<file path="config.mk">
export PLATFORM = sky130hd
export DESIGN_NAME = button_db_multi
export DESIGN_NICKNAME = d
export VERILOG_FILES = /design/src/rtl/button_db_pkg.sv /design/src/rtl/button_db_channel.sv /design/src/rtl/button_db_multi.sv
export SDC_FILE = /design/constraint.sdc
export NUM_CORES = 1
export LEC_CHECK = 0
export CORE_MARGIN = 2
export CORE_UTILIZATION = 35
export DETAILED_ROUTE_END_ITERATION = 8
export DONT_BUFFER_PORTS = 1
export GPL_ROUTABILITY_DRIVEN = 0
export PLACE_DENSITY_LB_ADDON = 0.1
export SLEW_MARGIN = 10
export SYNTH_ARGS = -nofsm -noshare
export SYNTH_HDL_FRONTEND = slang
export SYNTH_HIERARCHICAL = 1
export SYNTH_SLANG_ARGS = --single-unit
</file>
<file path="constraint.sdc">
create_clock -name clk_100MHz -period 2.7 [get_ports clk_100MHz]
set_input_delay 0.405 -clock clk_100MHz [delete_from_list [all_inputs] [get_ports clk_100MHz]]
set_output_delay 0.405 -clock clk_100MHz [all_outputs]
set_load 0.02 [all_outputs]
</file>
<file path="src/rtl/button_db_pkg.sv">
// Shared types and width helpers for the multi-channel button debouncer.
// The repeat FSM states are only used when BUTTON_DB_AUTOREPEAT_EN is defined.
package button_db_pkg;

    typedef enum logic [1:0] {
        RPT_IDLE   = 2'd0,
        RPT_HOLD   = 2'd1,
        RPT_REPEAT = 2'd2
    } rpt_state_e;

    // Bits needed to hold values 0..max_val (never less than one bit).
    function automatic int cnt_width(input int max_val);
        return (max_val < 1) ? 1 : $clog2(max_val + 1);
    endfunction

endpackage

</file>
<file path="src/rtl/button_db_channel.sv">
// One debounced button: 2-flop synchroniser, tick-based stability counter, edge pulses.
// Auto-repeat FSM is built only when BUTTON_DB_AUTOREPEAT_EN is defined.
module button_db_channel
    import button_db_pkg::*;
#(
    parameter int STABLE_TICKS = 2,
    parameter int REPEAT_DELAY = 50,
    parameter int REPEAT_RATE  = 10
) (
    input  logic clk_100MHz,
    input  logic rst_n,
    input  logic tick,
    input  logic k,
    output logic level,
    output logic press,
    output logic release_o
);

    localparam int STAB_W = cnt_width(STABLE_TICKS);

    logic              sync1_q, sync2_q;
    logic              level_q, level_d;
    logic              press_q, press_d;
    logic              release_q, release_d;
    logic [STAB_W-1:0] stab_cnt_q, stab_cnt_d, stab_inc;
    logic              rise, fall;

    always_comb begin
        stab_inc   = stab_cnt_q + 1'b1;
        stab_cnt_d = stab_cnt_q;
        level_d    = level_q;
        if (sync2_q == level_q) begin
            stab_cnt_d = '0;
        end else if (tick) begin
            if (stab_inc == STAB_W'(STABLE_TICKS)) begin
                level_d    = ~level_q;
                stab_cnt_d = '0;
            end else begin
                stab_cnt_d = stab_inc;
            end
        end
        rise      = level_d & ~level_q;
        fall      = ~level_d & level_q;
        release_d = fall;
    end

`ifdef BUTTON_DB_AUTOREPEAT_EN
    localparam int RPT_MAX = (REPEAT_DELAY > REPEAT_RATE) ? REPEAT_DELAY : REPEAT_RATE;
    localparam int RPT_W   = cnt_width(RPT_MAX);

    rpt_state_e       state_q, state_d;
    logic [RPT_W-1:0] rpt_cnt_q, rpt_cnt_d, rpt_inc;
    logic             rpt_fire;

    // A release accepted on a tick wins over any repeat due on that same tick.
    always_comb begin
        state_d   = state_q;
        rpt_cnt_d = rpt_cnt_q;
        rpt_fire  = 1'b0;
        rpt_inc   = rpt_cnt_q + 1'b1;
        case (state_q)
            RPT_IDLE: begin
                if (rise) begin
                    state_d   = RPT_HOLD;
                    rpt_cnt_d = '0;
                end
            end
            RPT_HOLD: begin
                if (fall) begin
                    state_d   = RPT_IDLE;
                    rpt_cnt_d = '0;
                end else if (tick) begin
                    if (rpt_inc == RPT_W'(REPEAT_DELAY)) begin
                        state_d   = RPT_REPEAT;
                        rpt_cnt_d = '0;
                        rpt_fire  = 1'b1;
                    end else begin
                        rpt_cnt_d = rpt_inc;
                    end
                end
            end
            RPT_REPEAT: begin
                if (fall) begin
                    state_d   = RPT_IDLE;
                    rpt_cnt_d = '0;
                end else if (tick) begin
                    if (rpt_inc == RPT_W'(REPEAT_RATE)) begin
                        rpt_cnt_d = '0;
                        rpt_fire  = 1'b1;
                    end else begin
                        rpt_cnt_d = rpt_inc;
                    end
                end
            end
            default: begin
                state_d   = RPT_IDLE;
                rpt_cnt_d = '0;
            end
        endcase
    end

    always_ff @(posedge clk_100MHz or negedge rst_n) begin
        if (!rst_n) begin
            state_q   <= RPT_IDLE;
            rpt_cnt_q <= '0;
        end else begin
            state_q   <= state_d;
            rpt_cnt_q <= rpt_cnt_d;
        end
    end

    assign press_d = rise | rpt_fire;
`else
    assign press_d = rise;
`endif

    always_ff @(posedge clk_100MHz or negedge rst_n) begin
        if (!rst_n) begin
            sync1_q    <= 1'b0;
            sync2_q    <= 1'b0;
            level_q    <= 1'b0;
            press_q    <= 1'b0;
            release_q  <= 1'b0;
            stab_cnt_q <= '0;
        end else begin
            sync1_q    <= k;
            sync2_q    <= sync1_q;
            level_q    <= level_d;
            press_q    <= press_d;
            release_q  <= release_d;
            stab_cnt_q <= stab_cnt_d;
        end
    end

    // Pulses are registered alongside level so they coincide with its first changed cycle.
    assign level     = level_q;
    assign press     = press_q;
    assign release_o = release_q;

endmodule

</file>
<file path="src/rtl/button_db_multi.sv">
// N_CH independent button debouncers sharing one debounce-tick generator.
// Define BUTTON_DB_AUTOREPEAT_EN to add hold-to-repeat press pulses.
module button_db_multi
    import button_db_pkg::*;
#(
    parameter int N_CH         = 4,
    parameter int TICK_DIV     = 1000000,
    parameter int STABLE_TICKS = 2,
    parameter int REPEAT_DELAY = 50,
    parameter int REPEAT_RATE  = 10
) (
    input  logic            clk_100MHz,
    input  logic            rst_n,
    input  logic [N_CH-1:0] k,
    output logic [N_CH-1:0] level,
    output logic [N_CH-1:0] press,
    // "release" is a reserved word in SystemVerilog, hence the suffix.
    output logic [N_CH-1:0] release_o,
    output logic            tick
);

    localparam int TICK_W = cnt_width(TICK_DIV - 1);

    logic [TICK_W-1:0] tick_cnt_q, tick_cnt_d;

    always_comb begin
        tick       = (tick_cnt_q == TICK_W'(TICK_DIV - 1));
        tick_cnt_d = tick ? '0 : tick_cnt_q + 1'b1;
    end

    always_ff @(posedge clk_100MHz or negedge rst_n) begin
        if (!rst_n) begin
            tick_cnt_q <= '0;
        end else begin
            tick_cnt_q <= tick_cnt_d;
        end
    end

    for (genvar gi = 0; gi < N_CH; gi++) begin : g_ch
        button_db_channel #(
            .STABLE_TICKS (STABLE_TICKS),
            .REPEAT_DELAY (REPEAT_DELAY),
            .REPEAT_RATE  (REPEAT_RATE)
        ) u_ch (
            .clk_100MHz (clk_100MHz),
            .rst_n      (rst_n),
            .tick       (tick),
            .k          (k[gi]),
            .level      (level[gi]),
            .press      (press[gi]),
            .release_o  (release_o[gi])
        );
    end

endmodule

</file>
After elaboration in Yosys (flattened, before gate mapping)
Cells that the tools add are included.
Storage, ports and cells
  flip-flop bits (word level): 48
  input bits: 6
  output and inout bits: 13
  word-level logic and storage cells: 84
Operators by class
  add/subtract/negate cells: 5
  equal/unequal tests: 9
  multiplexer cells: 25
  bitwise logic cells: 16
  reduce and logical (&&, ||, !) cells: 4
Operators by type and width (number)
  2-bit two-way mux: 12
  20-bit by 1-bit adder with 20-bit output, second input constant: 1
  20-bit equality test, second input constant: 1
  20-bit two-way mux: 1
  1-bit two-way mux: 12
  2-bit by 1-bit adder with 2-bit output, second input constant: 4
  1-bit bitwise AND: 8
  2-bit equality test, second input constant: 4
  1-bit NOT: 8
  2-bit nonzero test: 4
  1-bit equality test: 4

Depth between registers and ports, before layout
Gate-level depths: netlist of run 1.
  depth in word-level cells: 7
  depth in mapped cells: 6
  depth with buffers taken out: 5

By module
Netlist of run 1, hierarchy kept.
By module, submodules not included
  button_db_multi: times used 1, cells each 97, area an instance 1046.0 µm², seq. area each 500.5 µm²
  button_db_channel: times used 4, cells each 16, area an instance 246.5 µm², seq. area each 175.2 µm²

Worst setup path before layout of run 1
No wires, ideal clock.
  path type: register to register
  start point: register tick_cnt_q[6]
  end point: register g_ch[0].u_ch.level_q
  library setup time: 0.125 ns
  arrival: 2.280 ns
  data required time: 2.575 ns
  slack: 0.294 ns
  cell stages (with the launch flop): 6
  path buffers: 0
  clock period less this slack: 2.406 ns
  cells stage by stage: dfrtp_1 nor4b_1 nand3b_1 nor4_4 nand3b_1 mux2_4
On the way
  word-level cells in the longest chain between the ends: 3
RTL lines
  from (decl): RTL line button_db_multi.sv:24  | logic [TICK_W-1:0] tick_cnt_q, tick_cnt_d;
  from (signal assigned): RTL line button_db_multi.sv:35  | tick_cnt_q <= tick_cnt_d;
  20-bit equality test: RTL line button_db_multi.sv:27  | tick = (tick_cnt_q == TICK_W'(TICK_DIV - 1));
  via tick: RTL line button_db_multi.sv:19  | output logic tick
  1-bit two-way mux: RTL line button_db_channel.sv:34  | end else if (tick) begin
  1-bit two-way mux: RTL line button_db_channel.sv:32  | if (sync2_q == level_q) begin
  via g_ch[0].u_ch.level_d: RTL line button_db_channel.sv:22  | logic level_q, level_d;
  to (signal assigned): RTL line button_db_channel.sv:128  | level_q <= level_d;
  to (decl): RTL line button_db_channel.sv:22
The timed path passes the listed nets, and every way through them passes these cells.
A chain may end at the register's enable or synchronous reset.

Worst setup path after layout of run 1
  start point: register tick_cnt_q[0]
  end point: output port tick
On the way
  word-level cells in the longest chain between the ends: 1
RTL lines (RTL line)
  20-bit equality test: button_db_multi.sv:27
  to (decl): button_db_multi.sv:19
No other way between the ends.

==> summary.txt, run 1 <==
STA
  – Final Hold Vio Count: 0
  – Slew Viols, Final: 0
  – RSZ-0062 raised after global routing: no
  – Crit share post-route: between 80% and 90%
  – Fin crit period: about 2.3 ns
  – Setup Total Neg Slack: 0 ns
  – Slew HR: between 60% and 70%
  – Least-Margin Pin Slew: 0.4467 ns
  – Clk_skew: about 0.0065 ns
  – # setup viols final: 0
  – Final WS setup: between 0.3 and 0.4 ns
  – Max Freq: about 430 MHz

GRT
  – First-pass GRT wire length: 5892 µm
  – Initial antenna violation count: 0
  – Gr ovfl total: 0
  – Pin count of the biggest net entering global routing: 49
  – Tot GR Track Use: 11.93%
  – Vias in the first global route: 1253

Power and ir drop
  – Lkg Pwr: 1.041 nW
  – VDD IR-drop max: 0.0002053 V
  – Power density over the cells: 582.8 nW/µm²
  – Total power: 1.344 mW

Status
  – Status: finished, final reports clean

Floorplanning
  – DIE WIDTH: between 80 and 90 µm
  – Initial Util: 36.68%
  – Ports: 19
  – Core area: 5540 µm²
  – Die height: approximately 80 µm
  – Num rows: 27
  – Die area: 6431 µm²

Synth
  – Post-synth cell types: 29
  – Register area share after synthesis: about three fifths
  – Synth warnings: 6
  – Syn Nets: ~170
  – Mapped Area: 2032 µm²
  – Synth area leaders: dfrtp_1 59%, xor2_1 6.0%, xnor2_1 3.4%, nor3b_1 3.3%, mux2_4 3.0%
  – Synth Register Bits: 48
  – Mapped Avg Cell Area: 12.62 µm²
  – Post-synth top area share: approximately 60%
  – Cell count after synthesis: 161
  – Yosys top cell by area: dfrtp_1

Clocking
  – Clock buffer depth: 2
  – Clock transition at path regs: 0.09 ns
  – Clock sinks: 48
  – Num CTS Buffers: 5
  – CTS root buf: clkbuf_8
  – CTS tree: built
  – H-tree lvl count: 2
  – Clock Latency Late Sink: 0.29 ns

Setup path
  – Reg2Reg Setup Slack: 0.57 ns
  – CP Class: flip-flop to output port
  – RR Endpoint: g_ch[2].u_ch/level
  – Cell depth of the worst flop-to-flop path: 6
  – Critical Path AT: between 1.5 and 2 ns
  – Worst Path Required: 2.30 ns
  – Max Fanout on Critical Path: 5
  – CP Capture Type: output port
  – Worst r2r src: tick_cnt_q[0]
  – Worst setup SP type: flip-flop

Detailed routing
  – Via count: between 1k and 1.5k
  – Drt drc: 0
  – WL final: 3406 µm
  – Avg WL per Cell: 14.07 µm
  – DR pass1 iterations: 3
  – Drt initial violations: between 40 and 50
  – Vias per inst: 4.868
  – Post-DRT Antenna Nets: 0

Placement
  – Port-buffer cells: 0
  – Detailed placement HPWL: about 2400 µm
  – Dpl ws: between 0.5 and 0.6 ns

Min path
  – Hold Crit Start: k[1]
  – Min-delay worst type: input pin to flip-flop
  – WHS Endpoint: g_ch[1].u_ch/sync1_q
  – Cell depth of the worst hold path: 0

Final layout
  – Core Util, Final: 41.62%
  – Commonest non-fill, non-tap cells in the layout: 48 x dfrtp_1, 14 x xor2_1, 12 x nor2_1, 9 x nor3b_1
  – Nets: 177
  – Share of cells above drive strength 1: 13.53%
  – Area delta synth->final: 13.49%
  – Multi-input gate area: 809.5 µm²
  – Fillers: around 530
  – Ant. Diodes: 0
  – Most common cell after layout, fill and taps aside: dfrtp_1
  – Sequential cell area: 1201 µm²

Flow run
  – Maximum Capacitance Violations: 0
-- worst max path at each step --
stage,startpoint,end,depth (start not counted)
final,tick_cnt_q[0],tick,4
after global routing,tick_cnt_q[1],tick,4
after CTS,tick_cnt_q[0],tick,4
after detailed placement,tick_cnt_q[0],g_ch[2].u_ch/level,6
after global placement,tick_cnt_q[6],g_ch[2].u_ch/level,6
after floorplan,tick_cnt_q[6],g_ch[0].u_ch/level,5
-- cell type report --
class | instances | area share (%)
flip-flops and latches | 48 | 52.09
multi-input cells | 108 | 35.11
well taps | 72 | 3.907
clock buffers | 5 | 2.984
repair buffers | 4 | 2.821
clock inverters | 2 | 2.604
inverters | 3 | 0.4883
-- cells in the mapped netlist, drive strengths merged --
cell type	instances
and2	4
nor3	4
nand3	8
nor4	6
nor4b	2
xor2	14
nor2	14
nor3b	9
a21o	1
inv	3
nor2b	1
dfrtp	48
mux2i	3
and3	8
buf	2
xnor2	8
mux2	4
nand4	6
or4	1
nand3b	5
ha	1
and3b	1
nand2	7
a21oi	1
-- sequential cells by signal, indices dropped and copies added (netlist names) --
name / count
g_ch.u_ch/level: 4
g_ch.u_ch/press: 4
g_ch.u_ch/release_o: 4
g_ch.u_ch/stab_cnt_q: 8
g_ch.u_ch/sync1_q: 4
g_ch.u_ch/sync2_q: 4
tick_cnt_q: 20
-- per-layer routing --
layer,global-route usage (%),up-vias,wire length [µm]
met3,3.820,2,103
met4,3.559,0,19
li1,-,574,-
met1,15.33,592,1634
met2,19.25,10,1649
met5,0,-,0
-- kinds of logic after synthesis --
group           Yosys count  synth area share, %
simple gates             76                24.69
flops                    48                59.11
xor+xnor                 22                9.483
mux                       7                4.434
buf+inv                   5                1.047
compound gates            2               0.6157
fa+ha+maj                 1               0.6157
-- timing repair --
| item | in CTS | in global routing |
|---|---|---|
| hold buffers | 2 | 0 |
| resized for setup | 0 | 0 |
| setup endpoints to repair | 0 | 0 |
| hold endpoints to repair | 48 | 0 |
| buffers inserted | 0 | 0 |
-- per-stage QoR --
step,hold WS [ns],instance area [µm²],std cells
final,0.1347,2306,242
after global routing,0.1054,2306,242
after CTS,0.1206,2306,242
after detailed placement,0.1109,2140,233
after global placement,0.1109,2140,233
after floorplan,0.1094,2032,161
-- power breakdown --
group	internal, mW	leakage (nW)	total (mW)	switching (mW)
combinational	0.00734	0.339	0.0227	0.0154
clock	0.364	0.0642	0.593	0.228
sequential	0.724	0.638	0.728	0.00398
-- critical path, cell delays in order (launching register included) --
cell and delay (ns):
dfrtp_1 0.41, ha_1 0.25, nand3_1 0.20, nor4_4 0.50
buf_4 0.27
No activity file was read; power rests on OpenSTA's default activity.
==> run 2, diff against run 1 <==
--- a/config.mk
+++ b/config.mk
@@ -5,6 +5,8 @@
 export SDC_FILE = /design/constraint.sdc
 export NUM_CORES = 1
 export LEC_CHECK = 0
+export CELL_PAD_IN_SITES_DETAIL_PLACEMENT = 1
+export CELL_PAD_IN_SITES_GLOBAL_PLACEMENT = 1
 export CORE_MARGIN = 2
 export CORE_UTILIZATION = 35
 export DETAILED_ROUTE_END_ITERATION = 8
==> summary.txt, run 2 (same netlist as run 1, synthesis figures left out) <==
Status
  – Status: finished, final reports clean

GRT
  – Tot GR Track Use: 13.15% (+1.2 points)
  – Vias in the first global route: 1315 (+4.9%)
  – Gr ovfl total: 0 (unchanged)
  – First-pass GRT wire length: 6465 µm (+9.7%)
  – Pin count of the biggest net entering global routing: 49 (unchanged)
  – Initial antenna violation count: 0 (unchanged)

Floorplanning
  – Num rows: 27 (unchanged)
  – Initial Util: 36.68% (unchanged)
  – Ports: 19 (unchanged)
  – DIE WIDTH: 80.20 µm (unchanged)
  – Core area: 5540 µm² (unchanged)
  – Die area: 6431 µm² (unchanged)
  – Die height: 80.20 µm (unchanged)

Detailed routing
  – Avg WL per Cell: 15.24 µm (+8.3%)
  – Post-DRT Antenna Nets: 0 (unchanged)
  – WL final: 3687 µm (+8.3%)
  – Via count: 1246 (+5.8%)
  – Vias per inst: 5.149 (+5.8%)
  – Drt drc: 0 (unchanged)
  – Drt initial violations: 60 (+40%)
  – DR pass1 iterations: 5 (+2)

Final layout
  – Fillers: 614 (+15%)
  – Commonest non-fill, non-tap cells in the layout: 48 x dfrtp_1, 14 x xor2_1, 12 x nor2_1, 9 x nor3b_1
  – Most common cell after layout, fill and taps aside: dfrtp_1
  – Nets: 176 (-0.56%)
  – Number of flip-flops under the largest register name: 20 (unchanged)
  – Share of cells above drive strength 1: 13.53% (unchanged)
  – Largest Register: tick_cnt_q
  – Design Area, Final: 2253 µm² (-2.3%)
  – Ant. Diodes: 0 (unchanged)
  – Registers with the most flip-flops: tick_cnt_q (20), g_ch.u_ch/stab_cnt_q (8)
  – Finished Layout Cells: 242 (unchanged)
  – Area delta synth->final: 10.90%

Setup path
  – Worst setup SP type: flip-flop
  – Worst Path Required: 2.30 ns (about the same)
  – CP Capture Type: output port
  – Worst r2r src: tick_cnt_q[0]
  – Max Fanout on Critical Path: 20 (+15)
  – CP Class: flip-flop to output port
  – Critical Path Source: tick_cnt_q[0]
  – Critical Path AT: 1.82 ns (-0.10 ns)

STA
  – Hold Slack: 0.1237 ns (-0.01097 ns)
  – Fin crit period: 2.224 ns (-0.1020 ns)
  – Setup Total Neg Slack: 0 ns (unchanged)
  – Max Freq: 449.7 MHz (+4.6%)
  – RSZ-0062 raised after global routing: no
  – # setup viols final: 0 (unchanged)
  – Least-Margin Pin Slew: 0.4700 ns (+0.02329 ns)
  – Slew HR: 68.40% (-1.6 points)
  – Crit share post-route: 82.36% (-3.8 points)
  – Clk_skew: 0.006275 ns (-0.0002239 ns)
  – Slew Viols, Final: 0 (unchanged)
  – Final Hold Vio Count: 0 (unchanged)

Placement
  – DP Area: 2120 µm² (-0.94%)
  – Placed insts: 232 (-0.43%)
  – Port-buffer cells: 0 (unchanged)
  – Detailed placement HPWL: 2538 µm (+7.8%)

Power and ir drop
  – Lkg Pwr: 1.020 nW (-2.0%)
  – VDD IR-drop max: 0.0002292 V (+12%)
  – Power density over the cells: 533.8 nW/µm² (-8.4%)

Clocking
  – CTS root buf: clkbuf_8
  – CTS tree: built
  – Clock Latency Late Sink: 0.30 ns (about the same)
  – Clock buffer depth: 2 (unchanged)
  – Post-CTS sizing: 0 (unchanged)
  – H-tree lvl count: 2 (unchanged)
  – Clock sinks: 48 (unchanged)
  – Clock transition at path regs: 0.09 ns (about the same)
  – Num CTS Buffers: 5 (unchanged)

Flow run
  – Maximum Capacitance Violations: 0 (unchanged)

Min path
  – Min-delay worst type: input pin to flip-flop
  – Hold Crit Start: k[3]
run 2: where the power goes:
group	total, mW	switching, mW	internal [mW]
Combinational	0.0227	0.0154	0.00734
Sequential	0.729	0.00440	0.724
Clock	0.452	0.242	0.210
run 2: stage by stage:
step	setup WS, ns	utilization (%)	power [mW]
final	0.4763	40.67	1.203
after CTS	0.4495	40.67	1.226
after global routing	0.2827	40.67	1.256
after global placement	0.6298	38.26	0.7459
after detailed placement	0.5563	38.26	0.7467
after floorplan	0.2945	-	0.7449
run 2: final timing paths:
| kind | end | slack [ns] | cells past startpoint |
|---|---|---|---|
| setup reg to reg | g_ch[0].u_ch/level | 0.55 | 6 |
| setup / recovery | tick | 0.48 | 4 |
| hold reg to reg | g_ch[3].u_ch/sync2_q | 0.36 | 0 |
| hold / removal | g_ch[3].u_ch/sync1_q | 0.12 | 0 |
| min in group asynchronous | tick_cnt_q[10] | 0.59 | 2 |
| max in group asynchronous | tick_cnt_q[4] | 1.87 | 2 |
run 2: timing repair:
action / 4_1_cts / 5_1_grt
buffers inserted: 0 / 0
hold endpoints to repair: 48 / 0
hold buffers: 2 / 0
run 2: critical path, stage by stage, from the launching register on:
cell and delay, ns:
dfrtp_1 0.42, ha_1 0.26, nand3_1 0.20, nor4_4 0.30
buf_4 0.32
run 2: per-layer routing:
metal | routed length [µm] | up-vias | track usage, %
met1 | 1643 | 638 | 16.69
met5 | 0 | - | 0
li1 | - | 569 | -
met3 | 181 | 8 | 4.157
met4 | 75 | 0 | 6.102
met2 | 1786 | 31 | 20.42
run 2: final cells by class:
| class | instances | area, µm² | share of cell area, % |
|---|---|---|---|
| repair buffers | 3 | 45.04 | 1.999 |
| inverters | 3 | 11.26 | 0.4997 |
| multi-input cells | 108 | 809.5 | 35.92 |
| well taps | 72 | 90.09 | 3.998 |
| clock inverters | 2 | 13.76 | 0.6108 |
| flip-flops and latches | 48 | 1201 | 53.30 |
| clock buffers | 6 | 82.58 | 3.665 |
